**src/rtl/sccb_pkg.sv**
```systemverilog
// Shared types and constants for the SCCB write arbiter.
// Default timings assume a 50 MHz system clock.
package sccb_pkg;

    typedef enum logic [1:0] {
        IDLE = 2'd0,
        XFER = 2'd1,
        GAP  = 2'd2
    } state_t;

    localparam logic [7:0] SCCB_WR_ADDR = 8'h42;

    localparam int TIMEOUT_CYC_DEF = 5_000_000;
    localparam int GAP_CYC_DEF     = 50_000;
    localparam int CNT_W_DEF       = 23;

endpackage

```
**src/rtl/sync_rise_det.sv**
```systemverilog
// Two-flop synchronizer followed by a registered rising-edge pulse.
// The pulse appears three clocks after the raw input rises.
module sync_rise_det (
    input  logic clk,
    input  logic rst_n,
    input  logic din,
    output logic rise
);

    logic [2:0] sh;

    always_ff @(posedge clk or negedge rst_n) begin
        if (!rst_n) begin
            sh   <= 3'b000;
            rise <= 1'b0;
        end else begin
            sh   <= {sh[1:0], din};
            rise <= sh[1] & ~sh[2];
        end
    end

endmodule

```
**src/rtl/sccb_req_arbiter.sv**
```systemverilog
// Round-robin share of one SCCB write transmitter between the power-up
// register sequencer (0) and the runtime tuning writer (1).
module sccb_req_arbiter
    import sccb_pkg::*;
#(
    parameter int TIMEOUT_CYC = TIMEOUT_CYC_DEF,
    parameter int GAP_CYC     = GAP_CYC_DEF,
    parameter int CNT_W       = CNT_W_DEF
) (
    input  logic        CLK,
    input  logic        RST_N,
    input  logic        REQ0,
    input  logic [23:0] DATA0,
    output logic        ACK0,
    output logic        ERR0,
    input  logic        REQ1,
    input  logic [23:0] DATA1,
    output logic        ACK1,
    output logic        ERR1,
    output logic        I2C_EN,
    output logic [23:0] I2C_DATA,
    input  logic        I2C_TDONE,
    output logic [1:0]  GRANT,
    output logic        BUSY
);

    localparam logic [CNT_W-1:0] TO_LAST  = CNT_W'(TIMEOUT_CYC - 1);
    localparam logic [CNT_W-1:0] GAP_LAST = CNT_W'(GAP_CYC - 1);
    localparam logic [CNT_W-1:0] CNT_MAX  = '1;

    state_t            state, state_nx;
    logic [CNT_W-1:0]  cnt, cnt_nx, cnt_inc;
    logic              last, last_nx;
    logic [1:0]        grant, grant_nx;
    logic [23:0]       data_q, data_nx;
    logic [1:0]        ack_q, ack_nx;
    logic [1:0]        err_q, err_nx;
    logic              pick1;
    logic              done_evt;

    sync_rise_det u_done (
        .clk   (CLK),
        .rst_n (RST_N),
        .din   (I2C_TDONE),
        .rise  (done_evt)
    );

    assign cnt_inc = (cnt == CNT_MAX) ? cnt : cnt + CNT_W'(1);

    always_comb begin
        state_nx = state;
        cnt_nx   = cnt;
        last_nx  = last;
        grant_nx = grant;
        data_nx  = data_q;
        ack_nx   = 2'b00;
        err_nx   = 2'b00;
        // On a tie the requester that did not win last time goes next.
        pick1    = REQ1 & (~REQ0 | ~last);
        unique case (state)
            IDLE: begin
                if (REQ0 | REQ1) begin
                    state_nx = XFER;
                    cnt_nx   = '0;
                    last_nx  = pick1;
                    grant_nx = pick1 ? 2'b10 : 2'b01;
                    data_nx  = pick1 ? DATA1 : DATA0;
                end
            end
            XFER: begin
                cnt_nx = cnt_inc;
                if (done_evt || cnt >= TO_LAST) begin
                    state_nx = GAP;
                    cnt_nx   = '0;
                    grant_nx = 2'b00;
                    if (done_evt) ack_nx = grant;
                    else          err_nx = grant;
                end
            end
            GAP: begin
                cnt_nx = cnt_inc;
                if (cnt >= GAP_LAST) begin
                    state_nx = IDLE;
                    cnt_nx   = '0;
                end
            end
            default: state_nx = IDLE;
        endcase
    end

    always_ff @(posedge CLK or negedge RST_N) begin
        if (!RST_N) begin
            state  <= IDLE;
            cnt    <= '0;
            last   <= 1'b1;
            grant  <= 2'b00;
            data_q <= '0;
            ack_q  <= 2'b00;
            err_q  <= 2'b00;
        end else begin
            state  <= state_nx;
            cnt    <= cnt_nx;
            last   <= last_nx;
            grant  <= grant_nx;
            data_q <= data_nx;
            ack_q  <= ack_nx;
            err_q  <= err_nx;
        end
    end

    // Enable and busy follow the state register so reset clears them at once.
    assign I2C_EN   = (state == XFER);
    assign BUSY     = (state != IDLE);
    assign GRANT    = grant;
    assign I2C_DATA = data_q;
    assign ACK0     = ack_q[0];
    assign ACK1     = ack_q[1];
    assign ERR0     = err_q[0];
    assign ERR1     = err_q[1];

endmodule

```
**config.mk**
```make
export PLATFORM = sky130hd
export DESIGN_NAME = sccb_req_arbiter
export DESIGN_NICKNAME = d
export VERILOG_FILES = /design/src/rtl/sccb_pkg.sv /design/src/rtl/sync_rise_det.sv /design/src/rtl/sccb_req_arbiter.sv
export SDC_FILE = /design/constraint.sdc
export NUM_CORES = 1
export LEC_CHECK = 0
export CORE_ASPECT_RATIO = 0.75
export CORE_UTILIZATION = 55
export CTS_CLUSTER_DIAMETER = 40
export DETAILED_ROUTE_END_ITERATION = 16
export DONT_BUFFER_PORTS = 1
export GPL_TIMING_DRIVEN = 1
export PLACE_DENSITY = 0.8
export SYNTH_ARGS = -nofsm -noshare
export SYNTH_HDL_FRONTEND = slang
export SYNTH_SLANG_ARGS = --single-unit
```
**constraint.sdc**
```tcl
create_clock -name CLK -period 4 [get_ports CLK]
set_input_delay 0.8 -clock CLK [delete_from_list [all_inputs] [get_ports CLK]]
set_output_delay 0.8 -clock CLK [all_outputs]
set_load 0.02 [all_outputs]
```
Word level (Yosys, flattened, before mapping)
Cells that the tools add are included.
Word-level totals
  RAM bits: 0
  input port bits: 53
  register bits after elaboration: 60
  logic and storage cells: 54
  bits in latches: 0
  memories kept: 0
  output and inout bits: 32
  bits in read-only memories: 0
Operators by class
  muxes and demuxes: 20
  div/mod/pow operators: 0
  equality and inequality tests: 6
  $add $sub $neg: 1
  $mul: 0
  shifts and indexed selects: 0
  reduce and logical (&&, ||, !) cells: 9
  order comparisons: 2
  bitwise operators: 7
Operators by type and width (count)
  23-bit 2-to-1 mux: 4
  23-bit case mux with 3 select lines: 1
  2-bit 2-to-1 mux: 12
  24-bit 2-to-1 mux: 1
  23-bit by 1-bit adder with 23-bit output (second input constant): 1
  23-bit equality test (second input constant): 1
  23-bit by 16-bit >= comparator with 1-bit output (second input constant): 1
  23-bit >= comparator (second input constant): 1
  2-bit case mux with 3 select lines: 1
  3-bit AND reduction: 2
  2-bit inequality test (second input constant): 2
  2-bit case mux with 2 select lines: 1
  2-bit AND reduction: 2
  2-bit nonzero test: 2
  1-bit NOT: 3
  3-bit nonzero test: 1
  1-bit bitwise AND: 2
  2-bit by 1-bit equality test with 1-bit output (second input constant): 1
  2-bit equality test (second input constant): 1
  2-bit zero test: 1
  2-bit by 1-bit inequality test with 1-bit output (second input constant): 1
  1-bit bitwise OR: 2
  1-bit logical OR: 1

Depth between registers and ports, before layout
Gate-level depths: netlist of run 1.
  depth in word-level cells: 6
  depth in mapped cells: 10
  depth with buffers taken out: 8

Cells and area by module
Synthesis of run 1 repeated with hierarchy kept, for this count alone.
Unflattened totals
  cells, all modules: 335
  area total of the unflattened synthesis: 3125.5 µm²
Modules (own cells, without submodules)
  sccb_req_arbiter: area each 3011.6 µm², cells an instance 330, instances 1, seq. area each 1402.6 µm²
  sync_rise_det: area each 113.9 µm², cells an instance 5, instances 1, seq. area each 100.1 µm²

Least setup slack after synthesis of run 1
Ideal clock, no wire load.
  kind: register -> register
  start: register cnt[10]
  end: register state[1]
  data required time: 3875 ps
  data arrival time: 2210 ps
  setup slack: 1666 ps
  cell stages (with the launch flop): 9
  clock period less this slack: 2334 ps
  buffers on the path: 2
  library setup time: 125 ps
  path through: dfrtp_1 > buf_6 > or3_4 > or4_4 > o21ai_2 > o21ai_2 > buf_6 > a21oi_1 > mux2_2
Between the ends
  longest elaborated chain between the ends: 4
  elaborated cells between the ends (all ways): 6
  those cells by class: order compare (2); eq/ne (2); reduce/logical (2)
Ends and longest elaborated chain
  start, declared: RTL line sccb_req_arbiter.sv:32  | logic [CNT_W-1:0] cnt, cnt_nx, cnt_inc;
  start signal, assigned: RTL line sccb_req_arbiter.sv:102  | cnt <= cnt_nx;
  23-bit >= comparator: RTL line sccb_req_arbiter.sv:72  | if (done_evt || cnt >= TO_LAST) begin
  1-bit logical OR: RTL line sccb_req_arbiter.sv:72
  2-bit by 1-bit inequality test with 1-bit output (no source line)
  3-bit AND reduction (no source line) *
  end signal, assigned: RTL line sccb_req_arbiter.sv:101  | state <= state_nx;
  end, declared: RTL line sccb_req_arbiter.sv:31  | state_t state, state_nx;
Every way passes the cells marked *; elsewhere a longest branch is shown, timed or not.
A chain may end at the register's enable or synchronous reset.

Final worst setup path of run 1
  start: register cnt[10]
  end: register cnt[1]
Between the ends
  longest elaborated chain between the ends: 4
  elaborated cells between the ends (all ways): 8
  those cells by class: order compare (2); eq/ne (1); mux (4); reduce/logical (1)
Ends and longest elaborated chain
  23-bit >= comparator / 23-bit equality test (equally long branches): RTL line sccb_req_arbiter.sv:72, sccb_req_arbiter.sv:48
  1-bit logical OR / 23-bit 2-to-1 mux (equally long branches): RTL line sccb_req_arbiter.sv:72, sccb_req_arbiter.sv:48
  23-bit 2-to-1 mux, on equally long branches: RTL line sccb_req_arbiter.sv:72, sccb_req_arbiter.sv:82
  23-bit case mux with 3 select lines *: RTL line sccb_req_arbiter.sv:60  | unique case (state)
Marked as above.

==> results_dict.tcl, run 1 <==
set metrics [dict create \
    clk_latency_ns 0.33 \
    grt_max_degree 61 \
    multi_input_area_sq_um 1610 \
    synthMuxAreaShare_pct 8.00 \
    synthMostInstantiatedCell "dfrtp_1" \
    cp_data_required_time_ns 4.22 \
    drt_pass1_iterations 6 \
    nNetsFinal 389 \
    synth_top_area_share_pct 45.2 \
    finalPower_mw 2.43 \
    synthXorXnorAreaFrac_pct 0 \
    leakagePower_nw 1.43 \
    viasPerCell 6.50 \
    ys_top_cells_by_count "dfrtp_1 (59), nand2_1 (52), o21ai_0 (32)" \
    cp_max_fo 29 \
    dieArea_sq_um 6260 \
    ys_seq_elements 60 \
    cts_resized 0 \
    min_period_ns 2.58 \
    grt_util_met1_pct 31.4 \
    worst_pin_slew_ns 1.04 \
    grt_pass1_vias 2308 \
    grt.busiest_layer "met2" \
    htree_levels 3 \
    core_sq_um 5530 \
    area_growth_pct 6.09 \
    met2_usage_pct 36.6 \
    grtUsageTotal_pct 23.0 \
    vias 2680 \
    cts_root_buf "clkbuf_8" \
    die_y_microns 68.7 \
    diodes 0 \
    io_pins 85 \
    fmax_ghz 0.388 \
    grt.met3_usage_pct 7.68 \
    antenna_left 0 \
    clock-sinks 60 \
    cts_buffer_depth 2 \
    drc 0 \
    gp_congestion 0.965 \
    yosysTopAreaCell "dfrtp_1" \
    status "completed" \
    synth_flop_cell "dfrtp_1" \
    p_clk_share_pct 22.8 \
    grt_pass1_wl_mm 11.1 \
    row_count 23 \
    drt-total-wl_mm 7.30 \
    powerDensity_nw_per_um2 700 \
    tns_ns 0 \
    wl_per_cell_microns 17.7 \
    swShare_pct 43.9 \
    portBuffers 0 \
    numCtsBuffers 9 \
    regArea_sq_um 1500 \
    synth-async-reset-ratio_pct 100 \
    die_x_microns 91.0 \
    hp-class "in -> async" \
    drtIter0Drc 278 \
    overflow 0 \
    cts_setup_buffers 0 \
    p_sw_mw 1.07 \
    synth_top_family_by_area "simple AND/OR/NAND/NOR gates" \
    postSynthCellCount 344 \
    synth_compound_area_share_pct 18.0 \
    synth_edf_count 0 \
    synth_fa_ha_area_share_pct 1.53 \
    cap_violations 0 \
    finalSetupViolCount 0 \
    ys_warn_count 0 \
    synth_area_sq_um 3270 \
    vdd.ir_drop.worst_uv 356 \
    end_kind "flip-flop" \
    critPathLaunchType "flip-flop" \
    synth_cell_types 55 \
    ctsHoldBuffers 0 \
    synth_nets 401 \
    synth-simple-area-share_pct 21.1 \
    arrival_ns 2.80 \
    dp_hpwl_mm 5.05 \
    avgSynthCellArea_sq_um 9.50 \
    rsz0062_at_grt "no" \
    yosys-top-cells-area "dfrtp_1 (45%), mux2i_1 (7.7%), nand2_1 (6.0%), o21ai_0 (4.9%), nand4_1 (4.6%)" \
    period_share_pct 64.5 \
    cts_tree "yes" \
    antenna_found_initial 0 \
    p_seq_share_pct 43.0 \
    slew_headroom_pct 30.2 \
    p_int_mw 1.36 \
    start_util_pct 59.1 \
    hold_viol 0 \
    critical_path_class "reg -> reg" \
    final_layout_size_suffix_gt1_share_pct 10.7 \
    drv_slew 0 \
    fillers 441 \
    ys_seq_area_share_pct 46.0 \
    pwr-share-comb_pct 34.3 \
    path_clk_slew_ns 0.07 \
    fin_skew_ns 0.00561 \
]
==> cell type report <==
| type | instances | share of cell area (%) |
|---|---|---|
| timing repair buffer | 4 | 0.866 |
| clock buffer | 12 | 4.48 |
| multi-input combinational | 249 | 46.4 |
| sequential | 60 | 43.4 |
| tap | 75 | 2.71 |
| clock inverter | 4 | 1.37 |
| inverter | 8 | 0.866 |
==> per-stage QoR <==
step	hold slack [ns]	setup slack [ns]	utilization (%)	cell area, sq um	cells
2_1_floorplan	0.331	1.67	-	3270	344
3_5_place_dp	0.335	1.46	59.1	3260	396
6_report	0.164	1.42	62.7	3470	412
4_1_cts	0.147	1.45	62.7	3470	412
5_1_grt	0.137	1.29	62.7	3470	412
3_3_place_gp	0.337	1.50	59.1	3260	396
==> metal layers <==
| layer | wire, microns | part of all wire, % |
|---|---|---|
| met1 | 3160 | 43 |
| met2 | 3410 | 47 |
| met3 | 705 | 9.7 |
| met4 | 29 | 0.40 |
| met5 | 0 | 0 |
==> worst max-delay path, stage by stage (launching register included) <==
cell and delay (ns):
dfrtp_1 0.48, or3_4 0.44, or4_4 0.55, o21ai_2 0.16, o21ai_2 0.07, buf_4 0.23
and2_1 0.26, a32o_1 0.27
==> path summary, 6_finish.rpt <==
check	slack [ns]	endpoint	startpoint	depth (start not counted)
worst min-delay path	0.16	cnt[3]	RST_N	0
worst max register to register	1.42	cnt[1]	cnt[10]	7
worst min register to register	0.35	u_done.sh[1]	u_done.sh[0]	0
min in group CLK	0.35	u_done.sh[1]	u_done.sh[0]	0
max in group asynchronous	3.64	last	RST_N	0
worst max-delay path	1.42	cnt[1]	cnt[10]	7
==> cells in the final DEF (no fill, tap or decap), drive strengths merged, types with 4 or more instances in the layout <==
| cell | n |
|---|---|
| and2 | 6 |
| nand4 | 24 |
| nand2 | 52 |
| mux2i | 25 |
| ha | 4 |
| clkbuf | 12 |
| a31oi | 5 |
| buf | 4 |
| inv | 8 |
| nor2 | 11 |
| nand3 | 10 |
| a21oi | 9 |
| o2bb2ai | 4 |
| and3 | 7 |
| o311ai | 11 |
| or4 | 4 |
| dfrtp | 59 |
| o21ai | 34 |
==> sequential cells by signal, summed over array words and instances, names as in the netlist <==
signal,count
GRANT,2
I2C_DATA,24
ack_q,2
cnt,23
err_q,2
last,1
state,2
u_done.rise,1
u_done.sh,3
==> cell families (layout without fill, tap and decap cells) <==
logic type	after synthesis	count (layout)
buffers and inverters	35	28
muxes	26	26
DFF	60	60
adders and majority gates	4	4
AOI/OAI and AO/OA	86	86
and+or+nand+nor	133	133
==> power groups by stage <==
stage	Combinational, mW	Clock (mW)	Sequential, mW
after CTS	0.825	0.562	1.05
after floorplan	0.714	0	1.02
final	0.831	0.553	1.04
after detailed placement	0.823	0	1.06
after global placement	0.791	0	1.05
after global routing	0.915	0.592	1.07
Power figures use the tool's default switching activity.
==> inputs of run 2 (changes only) <==
- PLACE_DENSITY: 0.8 -> 0.83
- clock period: 4 -> 2.1 ns (I/O delays scaled with it)
==> run 2 against run 1 <==
The flow now finishes with violations (negative setup slack). Cell area up 23%. Non-clock buffer count is 53 higher. First-iteration DRC count grew 71%. Total power rose by 140%. Core utilization up 14 points. Combinational power grew to 3.5 times the previous value. Via count up 22%. Register-to-register slack worse by 1.7 ns. Flip-flop and latch count unchanged. Final cell count grew 13%. Worst hold slack got worse by 0.048 ns. Global-route usage is 8.3 points higher. Largest power group is now combinational cells. Highest routed layer unchanged.
==> results_dict.tcl, run 2 (same netlist as run 1, synthesis figures left out) <==
set metrics [dict create \
    final_common_cell "dfrtp_1" \
    die_y_microns 68.7 \
    fin_skew_ns 0.00973 \
    hold_viol 0 \
    setup_ws_ns -0.327 \
    fmax_ghz 0.412 \
    rsz0062_at_grt "yes" \
    cp_data_required_time_ns 2.34 \
    drt-total-wl_mm 10.8 \
    dieArea_sq_um 6260 \
    wl_met2_mm 4.97 \
    dp.cells 438 \
    crit_family "simple AND/OR/NAND/NOR gates" \
    cp_max_fo 7 \
    cpMaxStageDelayCell "nor4b_1" \
    finalSetupViolCount 29 \
    drt_pass1_iterations 6 \
    dr_wl_met3_mm 1.27 \
    die_x_microns 91.0 \
    clock-sinks 60 \
    layout.cells.non_filler 464 \
    finalPower_mw 5.82 \
    status "finished, violations left" \
    clk_latency_ns 0.33 \
    pwr-share-comb_pct 49.4 \
    vias 3270 \
    vdd.ir_drop.worst_uv 803 \
    drv_slew 0 \
    numCtsBuffers 9 \
    p_int_mw 3.11 \
    nNetsFinal 442 \
    start_util_pct 59.1 \
    cap_violations 0 \
    viasPerCell 7.05 \
    antenna_found_initial 0 \
    p_sw_mw 2.72 \
    wl_met1_mm 4.08 \
    dp_hpwl_mm 6.03 \
    cts_root_buf "clkbuf_8" \
    dr.max_layer_used "met4" \
    cts_tree "yes" \
    p_seq_share_pct 34.4 \
    place_ws_ns -0.255 \
    crit_chain "inv_1, ha_1, nor4b_1, and3_1, a32oi_2, o21ai_4, buf_6, nand2_8, buf_8, o311ai_2" \
    diodes 0 \
    tns_ns -6.66 \
    period_share_pct 116 \
    critical_path_class "reg -> reg" \
    htree_levels 3 \
    gp_congestion 0.917 \
    hp-class "in -> reg" \
    path_buf_inv 3 \
    path_clk_slew_ns 0.07 \
    grt_pass1_vias 2871 \
    grt_pass1_wl_mm 14.7 \
    critPathLaunchType "flip-flop" \
    leakagePower_nw 1.79 \
    largest_reg_flops 24 \
    io_pins 85 \
    worst_pin_slew_ns 0.724 \
    drtIter0Drc 474 \
    core_sq_um 5530 \
    portBuffers 0 \
    hold_slack_ns 0.117 \
    violations "negative setup slack" \
    grt_max_degree 61 \
    min_period_ns 2.43 \
    p_clk_share_pct 16.2 \
    powerDensity_nw_per_um2 1370 \
    arrival_ns 2.66 \
    overflow 0 \
    drc 0 \
    grtUsageTotal_pct 31.4 \
    area_growth_pct 30.6 \
    slew_headroom_pct 51.7 \
    mostFrequentLayoutCells "dfrtp_1 (59), nand2_1 (51), buf_4 (44), o21ai_0 (26), mux2i_1 (25)" \
    antenna_left 0 \
    end_kind "flip-flop" \
    cts_buffer_depth 2 \
    swShare_pct 46.7 \
    final_layout_size_suffix_gt1_share_pct 31.9 \
    critical-path-max-stage-delay_ns 0.43 \
    row_count 23 \
    wl_per_cell_microns 23.3 \
]
run 2: final cells by class:
| cell class | instances | area [sq um] |
|---|---|---|
| repair buffers | 57 | 519 |
| fillers | 332 | 1260 |
| flip-flops and latches | 60 | 1500 |
| multi-input cells | 249 | 1940 |
| clock inverters | 4 | 25.0 |
| inverters | 8 | 30.0 |
| clock buffers | 11 | 151 |
| well taps | 75 | 93.8 |
run 2: worst reg2reg max path, delay by kind of cell, from the launching register on:
family                   cells  cell delay (ns)
buffers and inverters        3             0.47
AND/OR/NAND/NOR              3             0.74
adder cells (fa/ha/maj)      1             0.20
AO/OA/AOI/OAI                3             0.54
flip-flops                   1             0.39
run 2: metal layers:
layer | global-route usage (%) | vias up
li1 | - | 1362
met1 | 40.7 | 1553
met2 | 49.0 | 294
met3 | 8.88 | 61
met4 | 16.3 | 0
met5 | 0 | -
run 2: power groups by stage:
stage	combinational (mW)	clock (mW)	sequential [mW]
after floorplan	1.42	0	1.94
after global placement	1.78	0	1.99
after detailed placement	1.88	0	2.01
after CTS	2.39	0.941	1.99
after global routing	2.99	0.986	2.03
final	2.88	0.941	2.01
run 2: metrics by stage:
stage,util (%),instance area (sq um)
after global placement,65.4,3610
after detailed placement,65.4,3610
after floorplan,-,3310
after global routing,77.2,4270
after CTS,73.5,4060
final,77.2,4270
run 2: path summary, 6_finish.rpt:
path,startpoint,endpoint,slack [ns],depth (start not counted)
min in group asynchronous,RST_N,cnt[4],0.65,2
max in group asynchronous,RST_N,last,1.13,2
worst max register to register,state[0],cnt[9],-0.33,10
worst min-delay path,I2C_TDONE,u_done.sh[0],0.12,0
worst max-delay path,state[0],cnt[9],-0.33,10
worst min register to register,u_done.sh[0],u_done.sh[1],0.35,0
run 2: repair_timing:
item | CTS | global route
gates resized for setup | 39 | 28
setup buffers | 3 | 4
hold buffers | 2 | 0
setup endpoints to repair | 26 | 29
pin swaps | 17 | 5
gates cloned | 2 | 0
endpoints found under the hold margin | 60 | 0
